$ cat src/rtl/reset_sequencer_pkg.sv
// Shared state encoding and default timing constants
// for the staged reset sequencer.
package reset_sequencer_pkg;

  typedef enum logic [2:0] {
    ST_WAIT_LOCK = 3'd0,
    ST_HOLD      = 3'd1,
    ST_WAIT_DONE = 3'd2,
    ST_RUN       = 3'd3,
    ST_GRACE     = 3'd4
  } seq_state_e;

  localparam int unsigned DEF_NSTAGES       = 4;
  localparam int unsigned DEF_FILTER_CYCLES = 16;
  localparam int unsigned DEF_HOLD_CYCLES   = 64;
  localparam int unsigned DEF_DONE_TIMEOUT  = 1024;
  localparam int unsigned DEF_GRACE_CYCLES  = 256;

  function automatic int unsigned max_u(
    input int unsigned a,
    input int unsigned b
  );
    return (a > b) ? a : b;
  endfunction

endpackage

$ cat src/rtl/sync_2ff.sv
// Two-flop synchronizer for a single asynchronous level
// into the clock_i domain.
module sync_2ff (
  input  logic clock_i,
  input  logic reset_n_i,
  input  logic d_i,
  output logic q_o
);

  logic r_meta;
  logic r_sync;

  always_ff @(posedge clock_i or negedge reset_n_i) begin
    if (!reset_n_i) begin
      r_meta <= 1'b0;
      r_sync <= 1'b0;
    end else begin
      r_meta <= d_i;
      r_sync <= r_meta;
    end
  end

  assign q_o = r_sync;

endmodule

$ cat src/rtl/reset_sequencer.sv
// Releases NSTAGES reset domains one at a time once the clocks
// and link are stable; re-sequences on link loss, timeout or soft reset.
module reset_sequencer
  import reset_sequencer_pkg::*;
#(
  parameter int unsigned NSTAGES       = DEF_NSTAGES,
  parameter int unsigned FILTER_CYCLES = DEF_FILTER_CYCLES,
  parameter int unsigned HOLD_CYCLES   = DEF_HOLD_CYCLES,
  parameter int unsigned DONE_TIMEOUT  = DEF_DONE_TIMEOUT,
  parameter int unsigned GRACE_CYCLES  = DEF_GRACE_CYCLES
) (
  input  logic               clock_i,
  input  logic               reset_n_i,
  input  logic               mmcms_locked_i,
  input  logic               gbt_ready_i,
  input  logic               soft_reset_req_i,
  input  logic [NSTAGES-1:0] stage_done_i,
  output logic [NSTAGES-1:0] stage_reset_o,
  output logic               soft_reset_ack_o,
  output logic               ready_o,
  output logic               timeout_o,
  output logic [7:0]         reset_count_o,
  output logic [2:0]         state_o
);

  localparam int unsigned CMAX = max_u(
    max_u(FILTER_CYCLES, HOLD_CYCLES),
    max_u(DONE_TIMEOUT, GRACE_CYCLES));
  localparam int unsigned CW = $clog2(CMAX + 1);
  localparam int unsigned KW =
    (NSTAGES > 1) ? $clog2(NSTAGES) : 1;

  localparam logic [CW-1:0] C_FILT  = CW'(FILTER_CYCLES - 1);
  localparam logic [CW-1:0] C_HOLD  = CW'(HOLD_CYCLES - 1);
  localparam logic [CW-1:0] C_TMO   = CW'(DONE_TIMEOUT - 1);
  localparam logic [CW-1:0] C_GRACE = CW'(GRACE_CYCLES - 1);
  localparam logic [KW-1:0] K_LAST  = KW'(NSTAGES - 1);

  logic w_lock_s;
  logic w_gbt_s;
  logic w_link_ok;

  seq_state_e         r_state;
  logic [CW-1:0]      r_cnt;
  logic [KW-1:0]      r_k;
  logic [NSTAGES-1:0] r_rst;
  logic               r_ack;
  logic               r_ready;
  logic               r_timeout;
  logic [7:0]         r_count;

  seq_state_e         w_state_nxt;
  logic [CW-1:0]      w_cnt_nxt;
  logic [KW-1:0]      w_k_nxt;
  logic [NSTAGES-1:0] w_rst_nxt;
  logic               w_ack_nxt;
  logic               w_ready_nxt;
  logic               w_timeout_nxt;
  logic [7:0]         w_count_nxt;
  logic               w_reseq;

  sync_2ff u_sync_lock (
    .clock_i   (clock_i),
    .reset_n_i (reset_n_i),
    .d_i       (mmcms_locked_i),
    .q_o       (w_lock_s)
  );

  sync_2ff u_sync_gbt (
    .clock_i   (clock_i),
    .reset_n_i (reset_n_i),
    .d_i       (gbt_ready_i),
    .q_o       (w_gbt_s)
  );

  assign w_link_ok = w_lock_s & w_gbt_s;

  always_comb begin
    w_state_nxt   = r_state;
    w_cnt_nxt     = r_cnt + 1'b1;
    w_k_nxt       = r_k;
    w_rst_nxt     = r_rst;
    w_ack_nxt     = 1'b0;
    w_timeout_nxt = r_timeout;
    w_count_nxt   = r_count;
    w_reseq       = 1'b0;

    unique case (r_state)
      ST_WAIT_LOCK: begin
        w_rst_nxt = '1;
        w_k_nxt   = '0;
        if (!w_link_ok) begin
          w_cnt_nxt = '0;
        end else if (r_cnt == C_FILT) begin
          w_state_nxt = ST_HOLD;
          w_cnt_nxt   = '0;
        end
      end
      ST_HOLD: begin
        if (r_cnt == C_HOLD) begin
          w_rst_nxt[r_k] = 1'b0;
          w_state_nxt    = ST_WAIT_DONE;
          w_cnt_nxt      = '0;
        end
      end
      ST_WAIT_DONE: begin
        if (stage_done_i[r_k]) begin
          w_cnt_nxt = '0;
          if (r_k == K_LAST) begin
            w_state_nxt = ST_RUN;
          end else begin
            w_state_nxt = ST_HOLD;
            w_k_nxt     = r_k + 1'b1;
          end
        end else if (r_cnt == C_TMO) begin
          w_timeout_nxt = 1'b1;
          w_reseq       = 1'b1;
        end
      end
      ST_RUN: begin
        w_cnt_nxt = '0;
        if (soft_reset_req_i) begin
          w_ack_nxt   = 1'b1;
          w_state_nxt = ST_GRACE;
        end
      end
      ST_GRACE: begin
        w_ack_nxt = soft_reset_req_i;
        if (r_cnt == C_GRACE) begin
          w_reseq = 1'b1;
        end
      end
      default: begin
        w_state_nxt = ST_WAIT_LOCK;
        w_cnt_nxt   = '0;
      end
    endcase

    // Link loss overrides whatever the state decided this cycle.
    if (r_state != ST_WAIT_LOCK && !w_link_ok) begin
      w_reseq       = 1'b1;
      w_ack_nxt     = 1'b0;
      w_timeout_nxt = r_timeout;
    end

    if (w_reseq) begin
      w_state_nxt = ST_WAIT_LOCK;
      w_cnt_nxt   = '0;
      w_k_nxt     = '0;
      w_rst_nxt   = '1;
      w_count_nxt = (r_count == 8'hFF) ? r_count
                                       : r_count + 8'd1;
    end

    w_ready_nxt = (w_state_nxt == ST_RUN) ||
                  (w_state_nxt == ST_GRACE);
  end

  always_ff @(posedge clock_i or negedge reset_n_i) begin
    if (!reset_n_i) begin
      r_state   <= ST_WAIT_LOCK;
      r_cnt     <= '0;
      r_k       <= '0;
      r_rst     <= '1;
      r_ack     <= 1'b0;
      r_ready   <= 1'b0;
      r_timeout <= 1'b0;
      r_count   <= '0;
    end else begin
      r_state   <= w_state_nxt;
      r_cnt     <= w_cnt_nxt;
      r_k       <= w_k_nxt;
      r_rst     <= w_rst_nxt;
      r_ack     <= w_ack_nxt;
      r_ready   <= w_ready_nxt;
      r_timeout <= w_timeout_nxt;
      r_count   <= w_count_nxt;
    end
  end

  assign stage_reset_o    = r_rst;
  assign soft_reset_ack_o = r_ack;
  assign ready_o          = r_ready;
  assign timeout_o        = r_timeout;
  assign reset_count_o    = r_count;
  assign state_o          = r_state;

endmodule

$ cat config.mk
export PLATFORM = sky130hd
export DESIGN_NAME = reset_sequencer
export DESIGN_NICKNAME = d
export VERILOG_FILES = /design/src/rtl/reset_sequencer_pkg.sv /design/src/rtl/sync_2ff.sv /design/src/rtl/reset_sequencer.sv
export SDC_FILE = /design/constraint.sdc
export NUM_CORES = 1
export LEC_CHECK = 0
export ABC_AREA = 1
export ABC_CLOCK_PERIOD_IN_PS = 2300
export BUFFER_PORTS_ARGS = -buffer_cell sky130_fd_sc_hd__buf_2
export CAP_MARGIN = 10
export CELL_PAD_IN_SITES_DETAIL_PLACEMENT = 0
export CELL_PAD_IN_SITES_GLOBAL_PLACEMENT = 1
export CORE_ASPECT_RATIO = 0.75
export CORE_UTILIZATION = 40
export DETAILED_ROUTE_END_ITERATION = 16
export GPL_ROUTABILITY_DRIVEN = 0
export PLACE_DENSITY = 0.73
export SYNTH_ARGS = -nofsm -noshare
export SYNTH_HDL_FRONTEND = slang
export SYNTH_SLANG_ARGS = --single-unit
export TNS_END_PERCENT = 50
$ cat constraint.sdc
create_clock -name clock_i -period 2.3 [get_ports clock_i]
set_input_delay 0.46 -clock clock_i [delete_from_list [all_inputs] [get_ports clock_i]]
set_output_delay 0.46 -clock clock_i [all_outputs]
set_load 0.01 [all_outputs]
Word level (Yosys, flattened, before mapping)
Index checks and enable logic that the tools add are counted.

storage, ports and cells
  input bits = 9
  register bits = 35
  word-level logic and storage cells = 83
  output and inout port bits = 18

cells by class
  muxes and demuxes = 33
  $lt $le $gt $ge = 2
  bitwise operators = 6
  reductions and logical operators = 12
  add/sub/neg operators = 3
  eq/ne operators = 15

operators with widths
  cell                                                               count
  11-bit two-way mux                                                 5
  11-bit case mux with 4 select lines                                1
  3-bit two-way mux                                                  6
  3-bit case mux with 5 select lines                                 1
  11-bit by 1-bit adder with 11-bit output, second input constant    1
  11-bit by 10-bit == test with 1-bit output, second input constant  1
  11-bit by 4-bit == test with 1-bit output, second input constant   1
  11-bit by 6-bit == test with 1-bit output, second input constant   1
  11-bit by 8-bit == test with 1-bit output, second input constant   1
  3-bit by 2-bit == test with 1-bit output, second input constant    3
  3-bit inequality test, second input constant                       3
  3-bit nonzero test                                                 3
  8-bit by 1-bit adder with 8-bit output, second input constant      1
  8-bit == test, second input constant                               1
  1-bit two-way mux                                                  8
  2-bit two-way mux                                                  4
  4-bit two-way mux                                                  2
  4-bit case mux with 2 select lines                                 1
  3-bit == test, second input constant                               2
  4-bit AND                                                          1
  4-bit inverter                                                     1
  1-bit case mux with 2 select lines                                 2
  2-bit case mux with 2 select lines                                 1
  2-bit AND reduction                                                2
  other kinds (15)                                                   18

Longest topological paths before layout
  depth after elaboration = 9
  depth in mapped cells = 11
  depth with buffers taken out = 11

By module
From an unflattened synthesis, not the netlist that was laid out.

second synthesis, totals
  cells, all modules = 239
  area total of the unflattened synthesis = 1,998.2 µm²

modules (own cells, without submodules)
  module           area an instance (µm²)  sequential area each (µm²)  times used  cells an instance
  reset_sequencer  1,898.1                 780.7                       1           235
  sync_2ff         50.0                    50.0                        2           2

Least setup slack after synthesis
Ideal clock, no wire load.

  path type = register -> register
  start point = register r_cnt[0]
  end point = register r_cnt[2]
  cell stages (with the launch flop) = 10
  library setup time = 114 ps
  slack = 822 ps
  clock period less this slack = 1,478 ps
  path buffers = 1
  arrival time = 1,364 ps
  required time = 2,186 ps
  cells stage by stage = dfrtp_1 ha_1 nand3_2 nor2_4 nand3_2 nor2_1 nor2_2 buf_6 nand3_1 inv_1

on the way
  longest elaborated chain between the ends = 6
  elaborated cells between the ends (all ways) = 16
  those cells by class = 1 x add/sub; 4 x eq/ne; 11 x mux

ends and longest elaborated chain
  item                                                                                              RTL line                text
  from (decl)                                                                                       reset_sequencer.sv:44   logic [CW-1:0] r_cnt;
  from (signal assigned)                                                                            reset_sequencer.sv:171  r_cnt <= w_cnt_nxt;
  parallel branches: the longest is 5 deep, another holds 11-bit by 1-bit adder with 11-bit output  --
  11-bit two-way mux *                                                                              reset_sequencer.sv:146  if (w_reseq) begin
  net w_cnt_nxt[2]                                                                                  reset_sequencer.sv:53   logic [CW-1:0] w_cnt_nxt;

Mark *: on every way through the listed nets, which the timed path passes.
A chain may end at the register's enable or synchronous reset.

Worst setup path after layout
  start point = register r_cnt[0]
  end point = register r_count[4], in the netlist reset_count_o[4]

on the way
  longest elaborated chain between the ends = 6
  elaborated cells between the ends (all ways) = 8
  those cells by class = 2 x eq/ne; 5 x mux; 1 x reduce/logical

ends and longest elaborated chain
  item                                        RTL line                text
  11-bit by 10-bit == test with 1-bit output  reset_sequencer.sv:115  end else if (r_cnt == C_TMO) begin
  1-bit two-way mux                           reset_sequencer.sv:115
  1-bit two-way mux                           reset_sequencer.sv:107  if (stage_done_i[r_k]) begin
  1-bit case mux with 2 select lines *        reset_sequencer.sv:88   unique case (r_state)
  1-bit two-way mux *                         reset_sequencer.sv:140  if (r_state != ST_WAIT_LOCK && !w_link_ok) begin
  2-bit AND reduction (no source line) *      --
  to (signal assigned)                        reset_sequencer.sv:177  r_count <= w_count_nxt;
  to (decl)                                   reset_sequencer.sv:50   logic [7:0] r_count;

Every way passes the cells marked *; elsewhere a longest branch is shown, timed or not.

==> results.json <==
{
  "vias": 1545,
  "end_kind": "flop",
  "cts_tree": "done",
  "cp_data_arrival_time_ps": 1930,
  "grt_use_total_pct": 17.22,
  "outcome": "finished clean",
  "crit_fanout": 12,
  "start_util_pct": 42.17,
  "dieArea_sq_mm": 0.005047,
  "post_cts_resized": 0,
  "drt_iter0_drc": 68,
  "clock.fmax_mhz": 567.5,
  "io_pins": 27,
  "routed_via_density": 4.783,
  "path_class": "reg -> reg",
  "timing.final.max_slew_violations": 0,
  "synth_nets": 249,
  "tns_ps": 0,
  "area_delta_synth_final_pct": 14.38,
  "grt_pass1_vias": 1271,
  "async_flop_share_pct": 100.0,
  "yosysSeqAreaShare_pct": 46.22,
  "maxCapViolCount": 0,
  "clk_pin_slew_ps": 70,
  "cts.sinks": 35,
  "wl_per_cell_um": 12.09,
  "fp.dieW_um": 81.70,
  "relSlewSlack_pct": 47.66,
  "htree_levels": 2,
  "dpl.hpwl_mm": 2.835,
  "final_core_util_pct": 48.23,
  "tightest_slew_ps": 785.1,
  "nFillCells": 462,
  "coreArea_sq_mm": 0.004519,
  "netlist.area_leader.share_pct": 40.71,
  "synth_seq_cells": 35,
  "cts-root-buf": "clkbuf_8",
  "first_pass_iters": 4,
  "cts-hold-fix-buffers": 0,
  "required_ps": 2470,
  "avgSynthCellArea_sq_um": 8.143,
  "finalWirelength_mm": 3.906,
  "grt_pass1_wl_mm": 6.244,
  "drive_above_1_share_pct": 22.56,
  "total_power_mw": 1.099,
  "yosysTopAreaCell": "dfrtp_1",
  "multi_input_area_sq_um": 873.3,
  "fin_crit_ps": 1762,
  "numCtsBuffers": 5,
  "synth_most_common_cell": "nand2_1",
  "leakagePower_nw": 1.159,
  "hold_violations": 0,
  "startpoint_type": "flop",
  "clock_path_buffers": 2,
  "power_density_mw_per_mm2": 504.2,
  "clk_latency_ps": 280,
  "fp-row-count": 21,
  "clock_skew_ps": 2.882,
  "worst-r2r-cell-count": 10,
  "syn_area_sq_mm": 0.001906,
  "detail-route-antenna-nets": 0,
  "grt_max_degree": 36,
  "antenna_found_initial": 0,
  "syn_inst": 234,
  "yosys-top-cells-area": "dfrtp_1 (41%), nand2_1 (12%), inv_1 (6.1%), dfstp_2 (5.5%), nand3_1 (5.3%)",
  "grt_overflow_total": 0,
  "synth_ff_type": "dfrtp_1",
  "holdWs_ps": 248.1,
  "min_path_type": "in -> async",
  "ys_top_cells_by_count": "nand2_1 (59), dfrtp_1 (31), inv_1 (31), nor2_1 (26), nand3_1 (20)",
  "die_h_um": 61.78,
  "portBuffers": 26,
  "insertedDiodeCount": 0,
  "ys_types": 28,
  "timing.final.crit_share_pct": 76.62,
  "setup_violations": 0,
  "regArea_sq_um": 880.8,
  "synth_edf_count": 0,
  "yosys_warnings": 0,
  "final_nets": 281,
  "post_cts_buffers": 0,
  "ir_drop_v": 0.0003264,
  "drcViolationCount": 0,
  "rsz0062_at_grt": "no"
}
==> kinds of logic (layout without fill, tap and decap cells) <==
kind of cell | count (synthesis) | count (layout) | synth area share, %
xor gates and xnor gates | 9 | 9 | 4.137
buffers and inverters | 36 | 68 | 7.945
and+or+nand+nor | 133 | 133 | 33.36
DFF | 35 | 35 | 46.22
AOI/OAI and AO/OA | 15 | 15 | 4.399
adders and majority gates | 6 | 6 | 3.939
==> critical path, stage by stage (launching register included) <==
cell and delay, ps:
dfrtp_1 370, ha_1 220, nand3_2 160, nor3_2 220, nand2_1 100, nand2_2 80
inv_1 60, nand2_4 150, nand2_2 150, nand2_1 90, nand2_1 50
==> area by class of cell <==
cell class	count	share of cell area [%]
flip-flops and latches	35	40.41
multi-input cells	163	40.07
repair buffers	27	6.315
inverters	34	5.913
clock buffers	6	3.789
well taps	57	3.272
clock inverters	1	0.2296
==> power by group <==
group,switching [mW],internal [mW]
Combinational,0.0224,0.00869
Sequential,0.00189,0.621
Clock,0.210,0.235
==> stage by stage <==
stage	std cells	worst slack [ps]	cell area (sq um)
2_1_floorplan	234	821.8	1906
3_3_place_gp	316	554.7	2092
3_5_place_dp	316	537.1	2092
4_1_cts	323	532.9	2180
5_1_grt	323	353.9	2180
6_report	323	537.8	2180
==> routing by layer <==
layer	vias up	share of wire, %	track usage, %
li1	797	-	-
met1	708	57	27.57
met2	36	38	21.43
met3	4	4.6	5.109
met4	0	0.87	5.263
met5	-	0	0
==> cells in the final DEF (no fill, tap or decap), types with 2 or more instances in the layout <==
| cell | instances |
|---|---|
| nand3_2 | 7 |
| o21bai_1 | 2 |
| a21oi_1 | 3 |
| nand3_1 | 20 |
| inv_2 | 2 |
| dfrtp_1 | 31 |
| buf_2 | 26 |
| nor2_2 | 2 |
| clkinv_2 | 2 |
| inv_1 | 31 |
| nand3b_1 | 2 |
| xor2_1 | 6 |
| clkbuf_8 | 6 |
| nor3_1 | 2 |
| xnor2_1 | 3 |
| dfstp_2 | 4 |
| o21ai_0 | 8 |
| nand2_2 | 5 |
| nor2_1 | 26 |
| ha_1 | 6 |
| nand2_1 | 59 |
| nand4_1 | 5 |
==> state kept, by name (all words and copies together) (netlist names) <==
| register | cells |
|---|---|
| r_cnt | 11 |
| r_k | 2 |
| ready_o | 1 |
| reset_count_o | 8 |
| soft_reset_ack_o | 1 |
| stage_reset_o | 4 |
| state_o | 3 |
| timeout_o | 1 |
| u_sync_gbt.q_o | 1 |
| u_sync_gbt.r_meta | 1 |
| u_sync_lock.q_o | 1 |
| u_sync_lock.r_meta | 1 |
==> final timing paths <==
path                                                   from                           end  slack (ps)
worst max-delay path                     r_cnt[0]$_DFF_PN0_  reset_count_o[4]$_DFFE_PN0P_         540
worst min-delay path                              reset_n_i  reset_count_o[6]$_DFFE_PN0P_         250
worst max register to register           r_cnt[0]$_DFF_PN0_  reset_count_o[4]$_DFFE_PN0P_         540
worst min register to register  u_sync_gbt.r_meta$_DFF_PN0_      u_sync_gbt.q_o$_DFF_PN0_         350
max in group asynchronous                         reset_n_i            r_k[0]$_DFFE_PN0P_        1540
min in group clock_i                            gbt_ready_i   u_sync_gbt.r_meta$_DFF_PN0_         280
Power figures use the tool's default switching activity.
